## config.mk

```make
export PLATFORM = sky130hd
export DESIGN_NAME = clock_set_controller
export DESIGN_NICKNAME = d
export VERILOG_FILES = /design/src/rtl/clock_ctrl_pkg.sv /design/src/rtl/clock_ctrl_prescaler.sv /design/src/rtl/clock_set_controller.sv
export SDC_FILE = /design/constraint.sdc
export NUM_CORES = 1
export LEC_CHECK = 0
export CAP_MARGIN = 0
export CELL_PAD_IN_SITES_DETAIL_PLACEMENT = 0
export CELL_PAD_IN_SITES_GLOBAL_PLACEMENT = 1
export CORE_AREA = 3 3 96 98
export DETAILED_ROUTE_END_ITERATION = 8
export DIE_AREA = 0 0 99 101
export GPL_ROUTABILITY_DRIVEN = 1
export GPL_TIMING_DRIVEN = 0
export PLACE_DENSITY = 0.82
export SETUP_SLACK_MARGIN = 0.1
export SYNTH_ARGS = -nofsm -noshare
export SYNTH_HDL_FRONTEND = slang
export SYNTH_SLANG_ARGS = --single-unit
export TNS_END_PERCENT = 20
```

## constraint.sdc

```tcl
create_clock -name Clock -period 2.7 [get_ports Clock]
set_clock_uncertainty 0.1 [all_clocks]
set_input_delay 0.405 -clock Clock [delete_from_list [all_inputs] [get_ports Clock]]
set_output_delay 0.405 -clock Clock [all_outputs]
set_load 0.01 [all_outputs]
```

## src/rtl/clock_ctrl_pkg.sv

```systemverilog
`default_nettype none
// ============================================================================
// clock_ctrl_pkg : shared widths, limits, state codes and field wrap helpers
// Rev 1.0
// ============================================================================
package clock_ctrl_pkg;

    localparam int HOUR_W = 5;
    localparam int MIN_W  = 6;

    localparam logic [HOUR_W-1:0] MAX_HOUR = 5'd23;
    localparam logic [MIN_W-1:0]  MAX_MIN  = 6'd59;

    typedef enum logic [2:0] {
        RUN         = 3'd0,
        SET_HOUR    = 3'd1,
        SET_MIN     = 3'd2,
        SET_AL_HOUR = 3'd3,
        SET_AL_MIN  = 3'd4
    } state_t;

    // Out-of-range values (e.g. a captured 31) also wrap to zero.
    function automatic logic [HOUR_W-1:0] inc_hour(input logic [HOUR_W-1:0] h);
        return (h >= MAX_HOUR) ? '0 : h + HOUR_W'(1);
    endfunction

    function automatic logic [MIN_W-1:0] inc_min(input logic [MIN_W-1:0] m);
        return (m >= MAX_MIN) ? '0 : m + MIN_W'(1);
    endfunction

endpackage
`default_nettype wire

```

## src/rtl/clock_ctrl_prescaler.sv

```systemverilog
`default_nettype none
// ============================================================================
// clock_ctrl_prescaler : 1 Hz tick divider and set-mode blink divider
// Rev 1.0
// ============================================================================
module clock_ctrl_prescaler #(
    parameter int TICK_DIV  = 50_000_000,
    parameter int BLINK_DIV = 12_500_000
) (
    input  logic Clock,
    input  logic Reset,
    input  logic run,
    input  logic clear,
    input  logic blink_en,
    input  logic blink_start,
    output logic tick,
    output logic blink
);

    localparam int TW = $clog2(TICK_DIV);
    localparam int BW = (BLINK_DIV > 1) ? $clog2(BLINK_DIV) : 1;
    localparam logic [TW-1:0] C_TICK_LAST  = TW'(TICK_DIV - 1);
    localparam logic [BW-1:0] C_BLINK_LAST = BW'(BLINK_DIV - 1);

    logic [TW-1:0] r_tick_cnt;
    logic [BW-1:0] r_blink_cnt;
    logic          r_blink;

    wire w_tick_last = (r_tick_cnt == C_TICK_LAST);

    always_ff @(posedge Clock or posedge Reset) begin
        if (Reset) begin
            r_tick_cnt <= '0;
        end else if (clear || !run || w_tick_last) begin
            r_tick_cnt <= '0;
        end else begin
            r_tick_cnt <= r_tick_cnt + TW'(1);
        end
    end

    assign tick = run & ~clear & w_tick_last;

    // Blink restarts high on every entry into editing.
    always_ff @(posedge Clock or posedge Reset) begin
        if (Reset) begin
            r_blink_cnt <= '0;
            r_blink     <= 1'b0;
        end else if (!blink_en) begin
            r_blink_cnt <= '0;
            r_blink     <= 1'b0;
        end else if (blink_start) begin
            r_blink_cnt <= '0;
            r_blink     <= 1'b1;
        end else if (r_blink_cnt == C_BLINK_LAST) begin
            r_blink_cnt <= '0;
            r_blink     <= ~r_blink;
        end else begin
            r_blink_cnt <= r_blink_cnt + BW'(1);
        end
    end

    assign blink = r_blink;

endmodule
`default_nettype wire

```

## src/rtl/clock_set_controller.sv

```systemverilog
`default_nettype none
// ============================================================================
// clock_set_controller : run/set-time sequencer for the HH:MM:SS timekeeper
// Optional alarm editing and indication enabled by ALARM_SUPPORT_EN.
// Rev 1.0
// ============================================================================
module clock_set_controller
    import clock_ctrl_pkg::*;
#(
    parameter int TICK_DIV  = 50_000_000,
    parameter int BLINK_DIV = 12_500_000
) (
    input  logic              Clock,
    input  logic              Reset,
    input  logic              btn_mode,
    input  logic              btn_inc,
    input  logic [HOUR_W-1:0] cur_hour,
    input  logic [MIN_W-1:0]  cur_min,
    output logic              tick_1hz,
    output logic              load,
    output logic [HOUR_W-1:0] load_hour,
    output logic [MIN_W-1:0]  load_min,
    output logic [2:0]        mode,
    output logic              blink
`ifdef ALARM_SUPPORT_EN
    ,
    output logic              alarm_on,
    input  logic              alarm_ack
`endif
);

    state_t            r_state;
    state_t            w_next;
    logic              r_mode_q;
    logic              r_inc_q;
    logic [HOUR_W-1:0] r_shadow_h;
    logic [MIN_W-1:0]  r_shadow_m;
    logic              r_load;
    logic [HOUR_W-1:0] r_load_hour;
    logic [MIN_W-1:0]  r_load_min;

    wire w_mode_edge = btn_mode & ~r_mode_q;
    wire w_inc_raw   = btn_inc & ~r_inc_q;
    wire w_inc_edge  = w_inc_raw & ~w_mode_edge;
    wire w_leave_min = (r_state == SET_MIN) & w_mode_edge;

    always_ff @(posedge Clock or posedge Reset) begin
        if (Reset) begin
            r_state <= RUN;
        end else begin
            r_state <= w_next;
        end
    end

    always_comb begin
        w_next = r_state;
        if (w_mode_edge) begin
            case (r_state)
                RUN:         w_next = SET_HOUR;
                SET_HOUR:    w_next = SET_MIN;
`ifdef ALARM_SUPPORT_EN
                SET_MIN:     w_next = SET_AL_HOUR;
                SET_AL_HOUR: w_next = SET_AL_MIN;
                SET_AL_MIN:  w_next = RUN;
`else
                SET_MIN:     w_next = RUN;
`endif
                default:     w_next = RUN;
            endcase
        end
    end

    always_ff @(posedge Clock or posedge Reset) begin
        if (Reset) begin
            r_mode_q    <= 1'b0;
            r_inc_q     <= 1'b0;
            r_shadow_h  <= '0;
            r_shadow_m  <= '0;
            r_load      <= 1'b0;
            r_load_hour <= '0;
            r_load_min  <= '0;
        end else begin
            r_mode_q <= btn_mode;
            r_inc_q  <= btn_inc;
            r_load   <= w_leave_min;
            if ((r_state == RUN) && w_mode_edge) begin
                r_shadow_h <= cur_hour;
                r_shadow_m <= cur_min;
            end
            if ((r_state == SET_HOUR) && w_inc_edge) begin
                r_shadow_h <= inc_hour(r_shadow_h);
            end
            if ((r_state == SET_MIN) && w_inc_edge) begin
                r_shadow_m <= inc_min(r_shadow_m);
            end
            if (w_leave_min) begin
                r_load_hour <= r_shadow_h;
                r_load_min  <= r_shadow_m;
            end
        end
    end

    clock_ctrl_prescaler #(
        .TICK_DIV  (TICK_DIV),
        .BLINK_DIV (BLINK_DIV)
    ) u_prescaler (
        .Clock       (Clock),
        .Reset       (Reset),
        .run         (r_state == RUN),
        .clear       (w_leave_min),
        .blink_en    (w_next != RUN),
        .blink_start ((r_state == RUN) && (w_next != RUN)),
        .tick        (tick_1hz),
        .blink       (blink)
    );

    assign load      = r_load;
    assign load_hour = r_load_hour;
    assign load_min  = r_load_min;
    assign mode      = r_state;

`ifdef ALARM_SUPPORT_EN
    logic [HOUR_W-1:0] r_al_h;
    logic [MIN_W-1:0]  r_al_m;
    logic [HOUR_W-1:0] r_alarm_h;
    logic [MIN_W-1:0]  r_alarm_m;
    logic              r_match_q;
    logic              r_alarm_on;

    wire w_match     = (cur_hour == r_alarm_h) && (cur_min == r_alarm_m);
    wire w_alarm_set = (r_state == RUN) & w_match & ~r_match_q;
    wire w_alarm_clr = alarm_ack | w_mode_edge | w_inc_raw;

    // Edits happen on a working copy; the stored alarm changes only on exit.
    always_ff @(posedge Clock or posedge Reset) begin
        if (Reset) begin
            r_al_h     <= '0;
            r_al_m     <= '0;
            r_alarm_h  <= '0;
            r_alarm_m  <= '0;
            r_match_q  <= 1'b0;
            r_alarm_on <= 1'b0;
        end else begin
            r_match_q <= w_match;
            if (w_leave_min) begin
                r_al_h <= r_alarm_h;
                r_al_m <= r_alarm_m;
            end
            if ((r_state == SET_AL_HOUR) && w_inc_edge) begin
                r_al_h <= inc_hour(r_al_h);
            end
            if ((r_state == SET_AL_MIN) && w_inc_edge) begin
                r_al_m <= inc_min(r_al_m);
            end
            if ((r_state == SET_AL_MIN) && w_mode_edge) begin
                r_alarm_h <= r_al_h;
                r_alarm_m <= r_al_m;
            end
            if (w_alarm_clr) begin
                r_alarm_on <= 1'b0;
            end else if (w_alarm_set) begin
                r_alarm_on <= 1'b1;
            end
        end
    end

    assign alarm_on = r_alarm_on;
`endif

endmodule
`default_nettype wire

```

==> run summary <==
outcome = complete, no violations
ANT cells = 0
Post-CTS Hold Buffers = 0
Synth top area share = 50.97%
P per Cell Area = 750.3 mW/mm2
Setup TNS = 0 ns
Max Fclk = 0.4233 GHz
wire per inst = 14.23 um
Post-Synth Adder-Cell Area = 1.290%
CP required = 2.19 ns
Final HPWL DP = 5334 um
final setup fails = 0
full die area = 0.009999 mm2
worst r2r dst = u_prescaler.r_tick_cnt[14]
crit end category = output port
total clock sinks = 79
final WL = 7501 um
Clock Latency Late Sink = 0.34 ns
CTS tree = done
placed insts = 511
PostCTS Resize Cnt = 1
hold crit path type = input port to async pin
r2r setup slk = 0.75 ns
number of library cell types mapped by synthesis = 47
ys flop type = dfrtp_1
clock period minus worst slack = 2.362 ns
total number of vias = 2764
final worst slack = 0.3376 ns
Max Cap Viol = 0
period utilization = 87.50%
flops & latches, synth = 79
WP data arrival = 1.86 ns
antenna violations before repair = 0
area share of and/or/nand/nor cells after synthesis = 25.90%
share of cells above drive strength 1 = 13.37%
PortBufs = 31
Leak = 1.965 nW
Area after DPL = 0.004354 mm2
Slew Viols, Final = 0
first-pass GRT wire length = 12960 um
clock-pin slew on the worst setup and hold paths = 0.08 ns
RSZ-0062 raised after global routing = false
Final Hold Slack = 0.2148 ns
Seq/Total Area, Yosys = 50.97%
GP Congestion = 0.7818
mux cell area share after synthesis = 3.968%
vias in the first global route = 2807
Crit Path Max Fanout = 7
largest net degree at the start of global routing = 72
nets@finish = 433
initial core utilization = 45.36%
Final Hold Fails = 0
Die Height = 101 um
post-CTS setup repair buffer count = 0
fillers = 756
syn_nets = 390
largest family of logic cells by synthesized area = simple AND/OR/NAND/NOR gates
H-Tree Depth = 3
post-synthesis xor/xnor area fraction = 10.61%
synth cell count leaders = dfrtp_1 (79), nor2_1 (56), xor2_1 (34)
clk buf depth = 2
WS Path Type = flop to output port
dpl ws = 0.4195 ns
Clock Tree Root = clkbuf_8
total gr overflow = 0
final non-filler cell area = 0.004558 mm2
Layout Utilization = 53.31%
TritonCTS Buffers = 9
Via-to-Cell Ratio = 5.245
Yosys warnings = 0
core area = 0.008551 mm2
area leader, netlist = dfrtp_1
Antenna Nets Post-Route = 0
synth top area cells = dfrtp_1 (51%), xor2_1 (7.7%), nor2_1 (5.4%)
Slew headroom = 65.65%
All-Layer GR Usage = 16.01%
measured slew at the worst slew-check pin = 0.5114 ns
synthesized area = 0.003879 mm2
most frequent cell after synthesis = dfrtp_1
r2r startpoint = u_prescaler.r_tick_cnt[0]
maximum VDD drop = 0.0005078 V
Avg Cell Area, Syn = 10.45 um2
Mapped Cells = 371
Pwr Total = 3.420 mW
Rows = 34
Post-synth EDFFs = 0
Die X = 99 um
area grow syn2layout = 17.52%
DRC = 0
CP Launch Type = flop
Async S/R FF share, synth = 100.0%
Worst R2R Path Depth = 6
Compound-Gate Fraction of Synth Area = 4.806%
I/O Pins = 32
CP startpoint = u_prescaler.r_tick_cnt[11]
drt initial violations = 119
fin cells = 527
drt first pass iters = 4
per-layer routing:
layer	track usage (%)	up-vias	wire, um
met4	4.727	0	71
met3	3.529	6	177
met2	26.24	26	3654
met1	21.36	1359	3597
li1	-	1373	-
met5	0	-	0
logic make-up (layout without fill, tap and decap cells):
kind of cell / after synthesis / after routing
buffers and inverters: 21 / 69
DFF: 79 / 79
adders and majority gates: 4 / 4
muxes: 14 / 14
AOI/OAI and AO/OA: 26 / 26
xor gates and xnor gates: 47 / 47
and+or+nand+nor: 180 / 180
critical path, stage by stage (launching register included):
cell	delay, ns
dfrtp_1	0.36
clkbuf_1	0.18
nor4b_1	0.29
nand4_1	0.19
nor3_1	0.19
dlygate4sd2_1	0.30
registers in the layout (all words and copies together), names as in the netlist:
register                 count
mode                         3
load_hour                    5
u_prescaler.r_blink_cnt     24
u_prescaler.blink            1
load                         1
r_mode_q                     1
r_shadow_m                   6
load_min                     6
r_inc_q                      1
u_prescaler.r_tick_cnt      26
r_shadow_h                   5
layout by cell type, fill, tap and decap left out, types with 5 or more instances in the layout:
master	instances
dfrtp_1	79
nor2_1	56
xor2_1	34
clkdlybuf4s50_1	30
nand2_1	27
nand3_1	25
nand4_1	15
xnor2_1	13
mux2_2	11
inv_1	10
clkbuf_8	9
and3_1	8
nor2_2	6
nor3_2	6
a221o_1	5
and4_1	5
o21ai_1	5
where the power goes:
| part | internal, mW | switching [mW] |
|---|---|---|
| Clock | 0.438 | 0.454 |
| Sequential | 1.39 | 0.215 |
| Combinational | 0.470 | 0.451 |
worst max path at each step:
| stage | to | cells after the start |
|---|---|---|
| after floorplan | load | 1 |
| after global placement | u_prescaler.r_tick_cnt[20] | 2 |
| after detailed placement | tick_1hz | 6 |
| after CTS | tick_1hz | 6 |
| after global routing | tick_1hz | 6 |
| final | tick_1hz | 5 |
area by class of cell:
type,count,area [um2],share of cell area [%]
buffer,10,53.80,1.180
clock buffer,9,123.9,2.718
clock inverter,7,81.33,1.784
inverter,11,43.79,0.9607
multi-input combinational,271,1807,39.64
sequential,79,1977,43.37
tap,108,135.1,2.965
timing repair buffer,32,336.6,7.384
(Power assumes the default switching activity.)
